==> src/rtl/uart_pkg.sv <==
// Shared UART definitions: receiver state encoding and the parity-mode codes
// used by both the transmitter and the receiver.
package uart_pkg;

    typedef enum logic [2:0] {
        IDLE   = 3'd0,
        START  = 3'd1,
        DATA   = 3'd2,
        PARITY = 3'd3,
        STOP   = 3'd4,
        BREAK  = 3'd5
    } rx_state_t;

    localparam logic [1:0] PAR_NONE = 2'b00;
    localparam logic [1:0] PAR_ODD  = 2'b01;
    localparam logic [1:0] PAR_EVEN = 2'b10;

    // 2'b11 is treated as "no parity", same as PAR_NONE.
    function automatic logic parity_on(input logic [1:0] mode);
        return (mode == PAR_ODD) || (mode == PAR_EVEN);
    endfunction

endpackage

==> src/rtl/sync_2ff.sv <==
// Generic two-flop synchroniser for asynchronous inputs; both flops load
// RST_VAL during reset so the output never glitches out of reset.
module sync_2ff #(
    parameter int               WIDTH   = 1,
    parameter logic [WIDTH-1:0] RST_VAL = '0
) (
    input  logic             clk,
    input  logic             reset,
    input  logic [WIDTH-1:0] d,
    output logic [WIDTH-1:0] q
);

    logic [WIDTH-1:0] meta;

    always_ff @(posedge clk) begin
        if (!reset) begin
            meta <= RST_VAL;
            q    <= RST_VAL;
        end else begin
            meta <= d;
            q    <= meta;
        end
    end

endmodule

==> src/rtl/uart_rx_parity.sv <==
// UART receiver for 8N1 / 8O1 / 8E1 frames with parity and stop-bit checking.
//
//   state  | meaning
//   -------+-----------------------------------------------------------
//   IDLE   | line idle, waiting for rx_s low (start bit edge)
//   START  | wait to start-bit midpoint, reject glitches
//   DATA   | sample 8 data bits, LSB first, one per bit period
//   PARITY | sample parity bit and compare with expected value
//   STOP   | sample stop bit, publish byte and error flags
//   BREAK  | stop bit was low; wait for line to return high
module uart_rx_parity
    import uart_pkg::*;
#(
    parameter int CLKS_PER_BIT = 868,
    parameter int CNT_W        = $clog2(CLKS_PER_BIT)
) (
    input  logic       clk,
    input  logic       reset,
    input  logic       rx,
    input  logic [1:0] parity_type,
    output logic [7:0] dout,
    output logic       dout_valid,
    output logic       parity_err,
    output logic       frame_err,
    output logic       busy
);

    localparam logic [CNT_W-1:0] CNT_HALF = CNT_W'(CLKS_PER_BIT / 2 - 1);
    localparam logic [CNT_W-1:0] CNT_LAST = CNT_W'(CLKS_PER_BIT - 1);

    rx_state_t        state;
    rx_state_t        state_nxt;
    logic             rx_s;
    logic [CNT_W-1:0] cnt;
    logic [2:0]       bit_idx;
    logic [7:0]       shift;
    logic [1:0]       par_mode;
    logic             perr;

    logic             cnt_half;
    logic             cnt_last;
    logic             start_det;
    logic             start_ok;
    logic             data_smp;
    logic             par_smp;
    logic             stop_smp;

    sync_2ff #(
        .WIDTH   (1),
        .RST_VAL (1'b1)
    ) u_sync_rx (
        .clk   (clk),
        .reset (reset),
        .d     (rx),
        .q     (rx_s)
    );

    assign cnt_half = (cnt == CNT_HALF);
    assign cnt_last = (cnt == CNT_LAST);

    always_ff @(posedge clk) begin
        if (!reset) begin
            state <= IDLE;
        end else begin
            state <= state_nxt;
        end
    end

    always_comb begin
        state_nxt = state;
        start_det = 1'b0;
        start_ok  = 1'b0;
        data_smp  = 1'b0;
        par_smp   = 1'b0;
        stop_smp  = 1'b0;
        case (state)
            IDLE: begin
                if (!rx_s) begin
                    state_nxt = START;
                    start_det = 1'b1;
                end
            end
            START: begin
                if (cnt_half) begin
                    if (rx_s) begin
                        state_nxt = IDLE;
                    end else begin
                        state_nxt = DATA;
                        start_ok  = 1'b1;
                    end
                end
            end
            DATA: begin
                if (cnt_last) begin
                    data_smp = 1'b1;
                    if (bit_idx == 3'd7) begin
                        state_nxt = parity_on(par_mode) ? PARITY : STOP;
                    end
                end
            end
            PARITY: begin
                if (cnt_last) begin
                    par_smp   = 1'b1;
                    state_nxt = STOP;
                end
            end
            STOP: begin
                if (cnt_last) begin
                    stop_smp  = 1'b1;
                    state_nxt = rx_s ? IDLE : BREAK;
                end
            end
            BREAK: begin
                if (rx_s) begin
                    state_nxt = IDLE;
                end
            end
            default: begin
                state_nxt = IDLE;
            end
        endcase
    end

    // After the start midpoint the counter wraps every bit period, so each
    // terminal count lands on the middle of the following bit.
    always_ff @(posedge clk) begin
        if (!reset) begin
            cnt <= '0;
        end else begin
            case (state)
                START:               cnt <= cnt_half ? '0 : cnt + CNT_W'(1);
                DATA, PARITY, STOP:  cnt <= cnt_last ? '0 : cnt + CNT_W'(1);
                default:             cnt <= '0;
            endcase
        end
    end

    always_ff @(posedge clk) begin
        if (!reset) begin
            bit_idx  <= 3'd0;
            shift    <= 8'h00;
            par_mode <= PAR_NONE;
            perr     <= 1'b0;
        end else begin
            if (start_det) begin
                par_mode <= parity_type;
                perr     <= 1'b0;
            end
            if (start_ok) begin
                bit_idx <= 3'd0;
            end else if (data_smp && bit_idx != 3'd7) begin
                bit_idx <= bit_idx + 3'd1;
            end
            if (data_smp) begin
                shift[bit_idx] <= rx_s;
            end
            // Must match the transmitter: odd -> ~^data, even -> ^data.
            if (par_smp) begin
                perr <= rx_s != ((par_mode == PAR_ODD) ? ~^shift : ^shift);
            end
        end
    end

    always_ff @(posedge clk) begin
        if (!reset) begin
            dout       <= 8'h00;
            dout_valid <= 1'b0;
            parity_err <= 1'b0;
            frame_err  <= 1'b0;
        end else begin
            dout_valid <= stop_smp;
            if (stop_smp) begin
                dout       <= shift;
                frame_err  <= ~rx_s;
                parity_err <= parity_on(par_mode) ? perr : 1'b0;
            end
        end
    end

    assign busy = (state != IDLE);

endmodule
==> config.mk <==
export PLATFORM = sky130hd
export DESIGN_NAME = uart_rx_parity
export DESIGN_NICKNAME = d
export VERILOG_FILES = /design/src/rtl/uart_pkg.sv /design/src/rtl/sync_2ff.sv /design/src/rtl/uart_rx_parity.sv
export SDC_FILE = /design/constraint.sdc
export NUM_CORES = 1
export LEC_CHECK = 0
export CORE_ASPECT_RATIO = 1.4
export CORE_MARGIN = 4
export CORE_UTILIZATION = 58
export CTS_CLUSTER_DIAMETER = 150
export CTS_CLUSTER_SIZE = 40
export DETAILED_ROUTE_END_ITERATION = 10
export PLACE_DENSITY = 0.91
export SLEW_MARGIN = 20
export SYNTH_ARGS = -nofsm -noshare
export SYNTH_HDL_FRONTEND = slang
export SYNTH_SLANG_ARGS = --single-unit
==> constraint.sdc <==
create_clock -name clk -period 7.3 [get_ports clk]
set_clock_uncertainty 0.05 [all_clocks]
set_input_delay 1.095 -clock clk [delete_from_list [all_inputs] [get_ports clk]]
set_output_delay 1.095 -clock clk [all_outputs]
set_load 0.01 [all_outputs]
=== Yosys cells after proc, flatten, opt, wreduce, memory -nomap -nowiden ===
Cells that the tools add are included.

* Register bits: 40
* Input port bits: 5
* Logic and storage cells: 77

* $add $sub $neg: 2
* $lt $le $gt $ge: 2
* Eq/ne operators: 19
* Mux-type cells: 29
* Bitwise operators: 2
* Reduce and logical (&&, ||, !) cells: 11

{| class="wikitable"
|+ Operators with widths
! operator !! number
|-
| $mux 3 || 9
|-
| $mux 10 || 2
|-
| $pmux 10 s2 || 1
|-
| $pmux 3 s6 || 1
|-
| $mux 1 || 13
|-
| $ne 2x2->1 const B || 6
|-
| $add 10x1->10 const B || 1
|-
| $eq 10x10->1 const B || 1
|-
| $eq 10x9->1 const B || 1
|-
| $eq 3x3->1 const B || 3
|-
| $bwmux 8 || 1
|-
| $reduce_xnor 8->1 || 1
|-
| $reduce_xor 8->1 || 1
|-
| $reduce_and 7->1 || 1
|-
| $eq 3x2->1 const B || 2
|-
| $lt 3x4->1 const B || 1
|-
| $add 3x1->3 const B || 1
|-
| $demux 1 s3 || 1
|-
| $eq 3x1->1 const B || 1
|-
| $ge 3x1->1 const B || 1
|-
| $logic_not 3->1 || 1
|-
| $ne 3x3->1 const B || 1
|-
| $reduce_bool 3->1 || 1
|-
| $reduce_or 3->1 || 1
|-
| 10 further kinds || 12
|}

=== Logic depth before layout (Yosys ltp) ===
Gate-level depths: netlist of run 1.

* Depth in word-level cells: 6
* Gate-level depth with buffers: 7
* Mapped depth without buffers: 7

=== Hierarchy ===
A second synthesis of run 1 with hierarchy kept.

* Cell total of the unflattened synthesis: 214
* Area, all modules: 2006.9 sq um

{| class="wikitable"
|+ By module, submodules not included
! module !! times used !! cells each !! area each (sq um) !! seq. area each (sq um)
|-
| uart_rx_parity || 1 || 210 || 1954.4 || 760.7
|-
| sync_2ff || 1 || 4 || 52.6 || 40.0
|}

=== Worst setup path after synthesis of run 1 ===
No wires, ideal clock.

* Kind: reg-to-reg
* Start point: register cnt[2]
* End point: register shift[0]
* Library setup time: 0.133 ns
* Arrival: 2.125 ns
* Path slack: 4.992 ns
* Stages on the path, launching flop included: 8
* Clock period less this slack: 2.308 ns
* Cell sequence: dfxtp_1 or3b_1 buf_2 or3_4 or4_4 buf_6 o311ai_1 o41ai_1

* Cells in the longest elaborated chain, start to end: 3

{| class="wikitable"
|+ RTL lines
! what !! line !! source
|-
| from (decl) || uart_rx_parity.sv:34 || <nowiki>logic [CNT_W-1:0] cnt;</nowiki>
|-
| from (signal assigned) || uart_rx_parity.sv:131 || <nowiki>START: cnt <= cnt_half ? '0 : cnt + CNT_W'(1);</nowiki>
|-
| from (signal assigned) || uart_rx_parity.sv:132 || <nowiki>DATA, PARITY, STOP: cnt <= cnt_last ? '0 : cnt + CNT_W'(1);</nowiki>
|-
| $eq 10x10->1 || uart_rx_parity.sv:59 || <nowiki>assign cnt_last = (cnt == CNT_LAST);</nowiki>
|-
| $mux 1 || uart_rx_parity.sv:94 || <nowiki>if (cnt_last) begin</nowiki>
|-
| $mux 1 || uart_rx_parity.sv:76 || <nowiki>case (state)</nowiki>
|-
| to (signal, indexed assignment) || uart_rx_parity.sv:155 || <nowiki>shift[bit_idx] <= rx_s;</nowiki>
|-
| to (decl) || uart_rx_parity.sv:36 || <nowiki>logic [7:0] shift;</nowiki>
|}

No other way between the ends.
A chain may end at the register's enable or synchronous reset.

=== Final worst setup path of run 1 ===
* Start point: register state[2]
* End point: output port busy

* Cells in the longest elaborated chain, start to end: 1

{| class="wikitable"
|+ RTL lines
! what !! line !! source
|-
| from (decl) || uart_rx_parity.sv:31 || <nowiki>rx_state_t state;</nowiki>
|-
| from (signal assigned) || uart_rx_parity.sv:65 || <nowiki>state <= state_nxt;</nowiki>
|-
| $reduce_bool 3->1 || uart_rx_parity.sv:180 || <nowiki>assign busy = (state != IDLE);</nowiki>
|-
| to (decl) || uart_rx_parity.sv:25 || <nowiki>output logic busy</nowiki>
|}

No other way between the ends.

==> summary.txt, run 1 <==
Synthesis
  • Post-synthesis cell count: 217
  • Synth area leader: dfxtp_1
  • Synthesized flop and latch total: 40
  • Ranking of synthesized cells by area: dfxtp_1, nand2_1, mux2i_1, nor2_1, a21oi_1
  • Syn nets: 227
  • Dominant synthesized flop cell: dfxtp_1
  • Ys Warns: 0
  • Synth unique cells: 41
  • Async SR Flop Fraction: 0%
  • Syn_area_per_cell: 8.69 µm²
  • Seq/Total Area, Yosys: 42.5%
  • Yosys top cell area share: 42.5%
  • Post-synth EDFFs: 0
  • Cell Area, Synth: 0.00189 mm²

Pwr
  • Comb pwr share: 9.5%
  • Internal: 0.000305 W
  • Peak supply drop: 164 µV
  • Sw frac: 24.8%
  • Seq pwr share: 56.8%
  • Cell Pwr Density: 191 mW/mm²
  • Lkg Pwr: 0.781 nW
  • NetSw: 0.000101 W
  • Part of the power in the clock network: 33.7%

STA
  • Slew Limit Headroom: 54.5%
  • RSZ-0062 raised after global routing: false
  • Slew @ Worst Pin: 0.679 ns
  • Worst hold slack: 0.363 ns
  • Setup_tns: 0 ns
  • Tcrit/Tclk final: 38.6%
  • Count of final hold-check violations: 0
  • Final Setup Violations: 0
  • Final worst path period need: 2.82 ns
  • Max Transition Viols Final: 0
  • Fmax achieved: 0.355 GHz

Detailed routing
  • WL/cell: 13.1 µm
  • Via density: 5.63
  • Antenna-violating nets left: 0
  • WL final: 3500 µm
  • Vias: 1508
  • Initial DRC count: 54
  • Pre-antenna DRT Iters: 4
  • # DRC: 0

Min path
  • Hold endpoint: u_sync_rx.q
  • Hold path startpoint: u_sync_rx.meta
  • Hold path depth: 1
  • Worst min path class: flip-flop to flip-flop

GRT
  • Vias in the first global route: 1483
  • Initial antenna violation count: 0
  • GR Overflow Total: 0
  • First-pass GRT wire length: 6150 µm
  • GRT Total Usage: 18.7%
  • Maximum number of pins on one net before global-route repair: 17

Final layout
  • Syn-to-layout area delta: 12.5%
  • Fillers: 277
  • Nets: 239
  • Reg area: 801 µm²
  • Area of the multi-input gates: 0.00102 mm²
  • Share of layout cells above drive strength 1: 4.80%
  • Ant diodes: 0

Clock tree
  • Clk buf depth: 2
  • Cts hold-fix bufs: 0
  • Htree depth: 2
  • PostCTS Resize Cnt: 0
  • Post-CTS Setup Repair Bufs: 0
  • Total CTS buffers: 5
  • CTS tree: built
  • Clock tree sinks: 40
  • Root buf cell: clkbuf_8
  • Clk Latency, worst-skew pair: 0.29 ns
  • CTS clk-pin slew, worst paths: 0.07 ns

Floorplan
  • # rows: 24
  • Width of the chip: 56.2 µm
  • Core Region: 0.00312 mm²
  • Top-level port count: 17
  • Initial core utilization: 60.4%
  • Die footprint: 0.00424 mm²
  • Die boundary height: 75.5 µm

Run
  • Max cap viols: 0

Worst setup path
  • FF-to-FF Start: cnt[0]
  • Reg2Reg Depth: 6
  • CP startpoint kind: flip-flop
  • Worst reg2reg path endpoint: shift[5]
  • R2R Setup Slk: 4.88 ns
  • Crit. End Element: output pin
  • CP arrival: 1.67 ns
  • CP Max Fanout: 14
  • Worst Path Required: 6.15 ns
  • Setup Crit Path Kind: flip-flop to output pin

Place
  • RD Place Congestion: 0.849
  • DP HPWL: 2470 µm
  • Port bufs: 16

Run status
  • Status: finished clean
power by group through the flow:
| stage | Combinational (W) | Sequential (W) | Clock [W] |
|---|---|---|---|
| 3_3_place_gp | 0.0000379 | 0.000234 | 0 |
| 6_report | 0.0000386 | 0.000230 | 0.000137 |
| 5_1_grt | 0.0000439 | 0.000231 | 0.000149 |
| 4_1_cts | 0.0000389 | 0.000230 | 0.000139 |
| 2_1_floorplan | 0.0000314 | 0.000230 | 0 |
| 3_5_place_dp | 0.0000386 | 0.000235 | 0 |
synthesized netlist by cell type (all sizes together), types with 2 or more instances:
master   n
nand3b   3
a21oi   14
clkbuf   7
nor4bb   2
dfxtp   40
nand2   33
nand3   12
nand2b   5
mux2i   11
o41ai    2
nor3     2
nor2    26
ha       5
xnor2    8
and3     4
or3      4
o211ai   2
and2     2
buf      4
xor2     8
o21ai    3
nor3b    3
inv      3
sequential cells by signal (all words and copies together) (netlist names), 2 cells and up:
| signal | flops |
|---|---|
| par_mode | 2 |
| bit_idx | 3 |
| dout | 8 |
| state | 3 |
| shift | 8 |
| cnt | 10 |
how the worst max path moves through the flow:
stage	start	end	slack, ns	cells after the start
6_report	state[2]	busy	4.48	2
5_1_grt	state[2]	busy	4.42	2
4_1_cts	state[2]	busy	4.49	2
3_5_place_dp	reset	shift[0]	4.55	3
3_3_place_gp	reset	shift[0]	4.65	3
2_1_floorplan	cnt[2]	shift[0]	4.99	7
critical path, stage by stage, from the launching register on:
cell             delay, ns
dfxtp_1               0.43
or3_1                 0.45
clkdlybuf4s50_1       0.50
metal layers:
metal  vias to the layer above  track usage, %  part of all wire (%)
li1                        763               -                     -
met1                       710            19.1                    42
met2                        25            34.3                    51
met3                        10            5.76                   3.7
met4                         0            10.6                   3.2
met5                         -               0                     0
final cells by class:
type | count | share of cell area (%)
Sequential cell | 40 | 37.7
Timing Repair Buffer | 16 | 7.55
Multi-Input combinational cell | 163 | 48.2
Clock buffer | 6 | 3.42
Tap cell | 39 | 2.30
Inverter | 3 | 0.531
Clock inverter | 1 | 0.236
layout by cell type (no fill, tap or decap), drive strengths merged, types with 2 or more instances in the layout:
cell | Yosys | routed
or3 | 4 | 4
and3 | 4 | 4
nor3 | 2 | 2
xor2 | 8 | 8
clkdlybuf4s50 | 0 | 16
nor3b | 3 | 3
inv | 3 | 3
xnor2 | 8 | 8
nand3b | 3 | 3
and2 | 2 | 2
clkbuf | 7 | 6
nand2b | 5 | 5
a21oi | 14 | 14
o211ai | 2 | 2
mux2i | 11 | 11
dfxtp | 40 | 40
o21ai | 3 | 3
nor4bb | 2 | 2
nand2 | 33 | 33
nor2 | 26 | 26
nand3 | 12 | 12
ha | 5 | 5
o41ai | 2 | 2
cell families after synthesis:
kind of cell / after synthesis / share of synthesized area [%]
compound gates: 27 / 8.69
xor+xnor: 17 / 8.63
fa+ha+maj: 5 / 3.32
buf+inv: 14 / 3.25
flops: 40 / 42.5
mux: 11 / 5.84
simple gates: 103 / 27.8
through the flow:
| stage | worst slack, ns | total power (W) | std cells | instance area, µm² | util, % |
|---|---|---|---|---|---|
| floorplan | 4.99 | 0.000261 | 217 | 1890 | - |
| global placement | 4.65 | 0.000272 | 261 | 2040 | 65.5 |
| detailed placement | 4.55 | 0.000273 | 261 | 2040 | 65.5 |
| CTS | 4.49 | 0.000407 | 268 | 2120 | 67.9 |
| global route | 4.42 | 0.000423 | 268 | 2120 | 67.9 |
| finish | 4.48 | 0.000405 | 268 | 2120 | 67.9 |
Power figures use the tool's default switching activity.
==> run 2: changes to the inputs <==
CORE_UTILIZATION = 51   (was 58)
PLACE_DENSITY = 0.86   (was 0.91)
clock period = 2.4 ns   (was 7.3 ns; I/O delays follow)
==> summary.txt, run 2 (synthesis gave the netlist of run 1 again) <==
Final layout
  • Fillers: 301 (was 277)
  • Syn-to-layout area delta: 17.6% (was 12.5%)
  • Post-route cell area: 0.00222 mm² (was 0.00212 mm²)
  • Ant diodes: 0 (unchanged)
  • Final Non-Filler Cells: 276 (was 268)
  • Most frequent cells in the layout: dfxtp_1, nand2_1, nor2_1, clkdlybuf4s50_1, a21oi_1 (unchanged)
  • Nets: 245 (was 239)
  • Largest register FFs: 10 (unchanged)
  • Largest regs: cnt: 10 flops, dout: 8 flops, shift: 8 flops (unchanged)
  • Most flop-heavy register: cnt (unchanged)
  • Share of layout cells above drive strength 1: 8.05% (was 4.80%)
  • Commonest non-fill, non-tap cell in the layout: dfxtp_1 (unchanged)
  • Post-Route Utilization: 63.9% (was 67.9%)

Min path
  • Hold endpoint: u_sync_rx.q (unchanged)
  • Hold path startpoint: u_sync_rx.meta (unchanged)
  • Hold path depth: 1 (unchanged)
  • Worst min path class: flip-flop to flip-flop (unchanged)

Floorplan
  • # rows: 25 (was 24)
  • Top-level port count: 17 (unchanged)
  • Width of the chip: 59.4 µm (was 56.2 µm)
  • Core Region: 0.00347 mm² (was 0.00312 mm²)
  • Initial core utilization: 54.3% (was 60.4%)
  • Die footprint: 0.00475 mm² (was 0.00424 mm²)
  • Die boundary height: 79.9 µm (was 75.5 µm)

Detailed routing
  • Pre-antenna DRT Iters: 4 (unchanged)
  • Via density: 5.60 (was 5.63)
  • Vias: 1545 (was 1508)
  • WL final: 3640 µm (was 3500 µm)
  • Initial DRC count: 53 (was 54)
  • # DRC: 0 (unchanged)
  • WL/cell: 13.2 µm (was 13.1 µm)
  • Antenna-violating nets left: 0 (unchanged)

Clock tree
  • Clk Latency, worst-skew pair: 0.30 ns (was 0.29 ns)
  • Cts hold-fix bufs: 0 (unchanged)
  • Htree depth: 2 (unchanged)
  • Post-CTS Setup Repair Bufs: 0 (unchanged)
  • Total CTS buffers: 5 (unchanged)
  • Clock tree sinks: 40 (unchanged)
  • Root buf cell: clkbuf_8 (unchanged)
  • CTS clk-pin slew, worst paths: 0.07 ns (about the same)
  • CTS tree: built (unchanged)
  • PostCTS Resize Cnt: 0 (unchanged)
  • Clk buf depth: 2 (unchanged)

STA
  • Final worst path period need: 2.25 ns
  • Count of final hold-check violations: 0 (unchanged)
  • Setup_tns: 0 ns (unchanged)
  • Slew Limit Headroom: 59.4% (was 54.5%)
  • Worst hold slack: 0.375 ns (was 0.363 ns)
  • Max Transition Viols Final: 0 (unchanged)
  • Final Setup Violations: 0 (unchanged)
  • Slew @ Worst Pin: 0.601 ns (was 0.679 ns)
  • Tcrit/Tclk final: 93.6%
  • RSZ-0062 raised after global routing: false (unchanged)
  • Fmax achieved: 0.445 GHz

Place
  • Placed cells: 268 (was 261)
  • RD Place Congestion: 0.950 (was 0.849)
  • DP HPWL: 2620 µm (was 2470 µm)
  • Port bufs: 16 (unchanged)
  • Dpl cell area: 0.00209 mm² (was 0.00204 mm²)

Pwr
  • Lkg Pwr: 0.835 nW (was 0.781 nW)
  • Cell Pwr Density: 640 mW/mm² (was 191 mW/mm²)
  • Peak supply drop: 581 µV (was 164 µV)

Worst setup path
  • CP Max Fanout: 6 (was 14)
  • CP startpoint kind: flip-flop (unchanged)
  • Crit. End Element: flip-flop (was output pin)
  • Worst reg2reg path endpoint: shift[0] (was shift[5])
  • FF-to-FF Start: cnt[2] (was cnt[0])
  • R2R Setup Slk: 0.15 ns (was 4.88 ns)
  • Max incr delay on CP: 0.55 ns (was 0.50 ns)
  • Worst Path Required: 2.52 ns (was 6.15 ns)
  • Setup Crit Path Kind: flip-flop to flip-flop (was flip-flop to output pin)
  • Slowest cell on the critical path: or4_4 (was clkdlybuf4s50_1)
  • CP arrival: 2.37 ns (was 1.67 ns)
  • Reg2Reg Depth: 5 (was 6)
  • Cell Chain, Critical Path: or3b_1 -> or3_4 -> or4_4 -> o311ai_1 -> o41ai_1 (was or3_1 -> clkdlybuf4s50_1)

Run
  • Max cap viols: 0 (unchanged)

GRT
  • GR Overflow Total: 0 (unchanged)
  • GRT Total Usage: 17.5% (was 18.7%)
  • Maximum number of pins on one net before global-route repair: 17 (unchanged)
  • Vias in the first global route: 1525 (was 1483)
  • First-pass GRT wire length: 6370 µm (was 6150 µm)
  • Initial antenna violation count: 0 (unchanged)

Run status
  • Status: finished clean (unchanged)
## run 2: cell types whose count changed in the layout (fill, tap and decap cells not counted), sizes merged
| cell | delta |
|---|---|
| bufinv | +1 |
| clkinv | -1 |
| buf | +6 |
| clkbuf | +1 |
## run 2: routing by layer
metal  wire length [µm]  global-route usage (%)  up-vias  share of wire (%)
met5                  0                       0        -                  0
met4                106                    9.75        0                2.9
met3                126                    5.18       11                3.5
met1               1520                    18.2      725                 42
li1                   -                       -      779                  -
met2               1890                    30.3       30                 52
## run 2: cell type report
| cell class | instances | area [µm²] | share of cell area [%] |
|---|---|---|---|
| Clock buffer | 7 | 96.3 | 4.35 |
| Clock inverter | 1 | 30.0 | 1.35 |
| Inverter | 3 | 11.3 | 0.508 |
| Multi-Input combinational cell | 163 | 1020 | 46.2 |
| Sequential cell | 40 | 801 | 36.1 |
| Tap cell | 40 | 50.0 | 2.26 |
| Timing Repair Buffer | 22 | 205 | 9.26 |
## run 2: worst max-delay path by stage
stage | cells after the start | endpoint | start
floorplan | 7 | shift[0] | cnt[2]
global route | 6 | shift[0] | cnt[1]
detailed placement | 5 | shift[2] | cnt[2]
global placement | 5 | shift[0] | cnt[2]
finish | 5 | shift[0] | cnt[2]
CTS | 5 | shift[2] | cnt[2]
## run 2: power by group
group          switching, W  internal, W  total, W
clock              0.000228     0.000367  0.000595
combinational     0.0000664    0.0000614  0.000128
sequential        0.0000213     0.000674  0.000696
total              0.000316      0.00110   0.00142
## run 2: worst max-delay path: cells and delay by family, from the launching register on
family | cells | cell delay [ns]
DFF | 1 | 0.35
AOI/OAI and AO/OA | 2 | 0.37
and+or+nand+nor | 3 | 1.36
## run 2: metrics by stage
stage / total power [W] / setup WS [ns]
finish: 0.00142 / 0.155
global route: 0.00147 / 0.0516
CTS: 0.00143 / 0.156
detailed placement: 0.000838 / 0.182
global placement: 0.000834 / 0.228
floorplan: 0.000795 / 0.0924
==> run 3: changes to the inputs <==
CORE_ASPECT_RATIO = 0.9   (was 1.4)
==> summary.txt, run 3 (synthesis gave the netlist of run 1 again) <==
Clock tree
  • Post-CTS Setup Repair Bufs: 0 (unchanged)
  • Root buf cell: clkbuf_8 (unchanged)
  • Htree depth: 2 (unchanged)
  • Clk Latency, worst-skew pair: 0.30 ns (about the same)
  • Clk buf depth: 2 (unchanged)
  • Clock tree sinks: 40 (unchanged)
  • CTS tree: built (unchanged)
  • CTS clk-pin slew, worst paths: 0.09 ns (was 0.07 ns)
  • Total CTS buffers: 5 (unchanged)

GRT
  • First-pass GRT wire length: 6430 µm (was 6370 µm)
  • Initial antenna violation count: 0 (unchanged)
  • GRT Total Usage: 17.5% (about the same)
  • Vias in the first global route: 1409 (was 1525)
  • Maximum number of pins on one net before global-route repair: 17 (unchanged)
  • GR Overflow Total: 0 (unchanged)

Detailed routing
  • WL final: 3710 µm (was 3640 µm)
  • Pre-antenna DRT Iters: 4 (unchanged)
  • Vias: 1508 (was 1545)
  • Via density: 5.37 (was 5.60)
  • WL/cell: 13.2 µm (about the same)
  • Antenna-violating nets left: 0 (unchanged)
  • Initial DRC count: 136 (was 53)
  • # DRC: 0 (unchanged)

Final layout
  • Ant diodes: 0 (unchanged)
  • Final Non-Filler Cells: 281 (was 276)
  • Commonest non-fill, non-tap cell in the layout: dfxtp_1 (unchanged)
  • Most frequent cells in the layout: dfxtp_1, nand2_1, nor2_1, clkdlybuf4s50_1, a21oi_1 (unchanged)
  • Most flop-heavy register: cnt (unchanged)
  • Nets: 246 (was 245)
  • Share of layout cells above drive strength 1: 8.86% (was 8.05%)
  • Post-Route Utilization: 63.1% (was 63.9%)
  • Syn-to-layout area delta: 16.3% (was 17.6%)
  • Largest register FFs: 10 (unchanged)
  • Largest regs: cnt: 10 flops, dout: 8 flops, shift: 8 flops (unchanged)

Worst setup path
  • Worst reg2reg path endpoint: shift[0] (unchanged)
  • Reg2Reg Depth: 5 (unchanged)
  • CP Max Fanout: 6 (unchanged)
  • Crit. End Element: flip-flop (unchanged)
  • Worst Path Required: 2.54 ns (was 2.52 ns)
  • CP arrival: 2.42 ns (was 2.37 ns)
  • CP Launch Point: cnt[2] (unchanged)
  • Setup Crit Path Kind: flip-flop to flip-flop (unchanged)
  • FF-to-FF Start: cnt[2] (unchanged)
  • R2R Setup Slk: 0.12 ns (was 0.15 ns)
  • Crit path to: shift[0] (unchanged)
  • CP startpoint kind: flip-flop (unchanged)

Floorplan
  • Initial core utilization: 54.2% (was 54.3%)
  • Width of the chip: 72.1 µm (was 59.4 µm)
  • Die boundary height: 65.7 µm (was 79.9 µm)
  • # rows: 20 (was 25)
  • Core Region: 0.00348 mm² (was 0.00347 mm²)
  • Top-level port count: 17 (unchanged)
  • Die footprint: 0.00474 mm² (was 0.00475 mm²)

Min path
  • Hold path depth: 1 (unchanged)
  • Worst min path class: flip-flop to flip-flop (unchanged)

STA
  • Final worst path period need: 2.28 ns (was 2.25 ns)
  • Setup_tns: 0 ns (unchanged)
  • Tcrit/Tclk final: 95.0% (was 93.6%)
  • Fmax achieved: 0.439 GHz (was 0.445 GHz)
  • Count of final hold-check violations: 0 (unchanged)
  • Worst hold slack: 0.358 ns (was 0.375 ns)
  • RSZ-0062 raised after global routing: false (unchanged)
  • Max Transition Viols Final: 0 (unchanged)
  • Final Setup Violations: 0 (unchanged)
  • Slew Limit Headroom: 66.0% (was 59.4%)
  • Slew @ Worst Pin: 0.510 ns (was 0.601 ns)

Pwr
  • Sw frac: 25.8% (was 22.3%)
  • Part of the power in the clock network: 34.8% (was 41.9%)
  • Comb pwr share: 9.9% (was 9.0%)
  • Internal: 0.000937 W (was 0.00110 W)
  • Cell Pwr Density: 576 mW/mm² (was 640 mW/mm²)
  • Peak supply drop: 373 µV (was 581 µV)
  • Lkg Pwr: 0.827 nW (was 0.835 nW)
  • Design Power: 0.00126 W (was 0.00142 W)
  • NetSw: 0.000326 W (was 0.000316 W)
  • Seq pwr share: 55.4% (was 49.0%)

Place
  • Placed cells: 273 (was 268)
  • DP HPWL: 2630 µm (was 2620 µm)
  • Port bufs: 16 (unchanged)
  • RD Place Congestion: 0.811 (was 0.950)

Run
  • Max cap viols: 0 (unchanged)

Run status
  • Status: finished clean (unchanged)
run 3: cell types whose count changed in the layout (fill, tap and decap cells not counted), sizes merged:
cell / before / now
clkinv: 0 / 3
bufinv: 1 / 0
clkbuf: 7 / 5
buf: 6 / 7
run 3: worst min-delay path by stage:
| stage | startpoint | endpoint |
|---|---|---|
| final | u_sync_rx.meta | u_sync_rx.q |
| after detailed placement | u_sync_rx.meta | u_sync_rx.q |
| after global routing | u_sync_rx.meta | u_sync_rx.q |
| after CTS | u_sync_rx.meta | u_sync_rx.q |
| after global placement | u_sync_rx.meta | u_sync_rx.q |
| after floorplan | u_sync_rx.meta | u_sync_rx.q |
run 3: per-stage QoR:
stage	area (µm²)	setup slack (ns)
after floorplan	1890	0.0924
after global placement	2100	0.157
after detailed placement	2100	0.0790
after CTS	2190	0.0697
after global routing	2190	0.0303
final	2190	0.121
run 3: routing by layer:
metal / track usage (%) / wire (µm)
met1: 22.7 / 1770
met4: 9.15 / 68
met5: 0 / 0
met2: 27.2 / 1700
met3: 3.82 / 172
run 3: timing repair:
action,in CTS,in global routing
hold buffers,0,0
resized for setup,0,1
setup endpoints to repair,0,2
run 3: worst max-delay path, stage by stage (launching register included):
cell and delay [ns]:
dfxtp_1 0.35, or3b_4 0.44, or3_4 0.41, or4_4 0.54, o311ai_1 0.27, o41ai_1 0.11
run 3: area by class of cell:
cell class	instances	area, µm²
clock buffer	5	68.8
clock inverter	3	18.8
fill	293	1280
inverter	3	11.3
multi-input combinational	163	1030
sequential	40	801
tap	44	55.1
timing repair buffer	23	213
run 3: power by group through the flow:
stage	Sequential (W)	Clock [W]	Combinational, W
floorplan	0.000700	0	0.0000954
global placement	0.000712	0	0.000123
detailed placement	0.000714	0	0.000124
CTS	0.000698	0.000448	0.000124
global route	0.000704	0.000475	0.000140
finish	0.000699	0.000439	0.000125
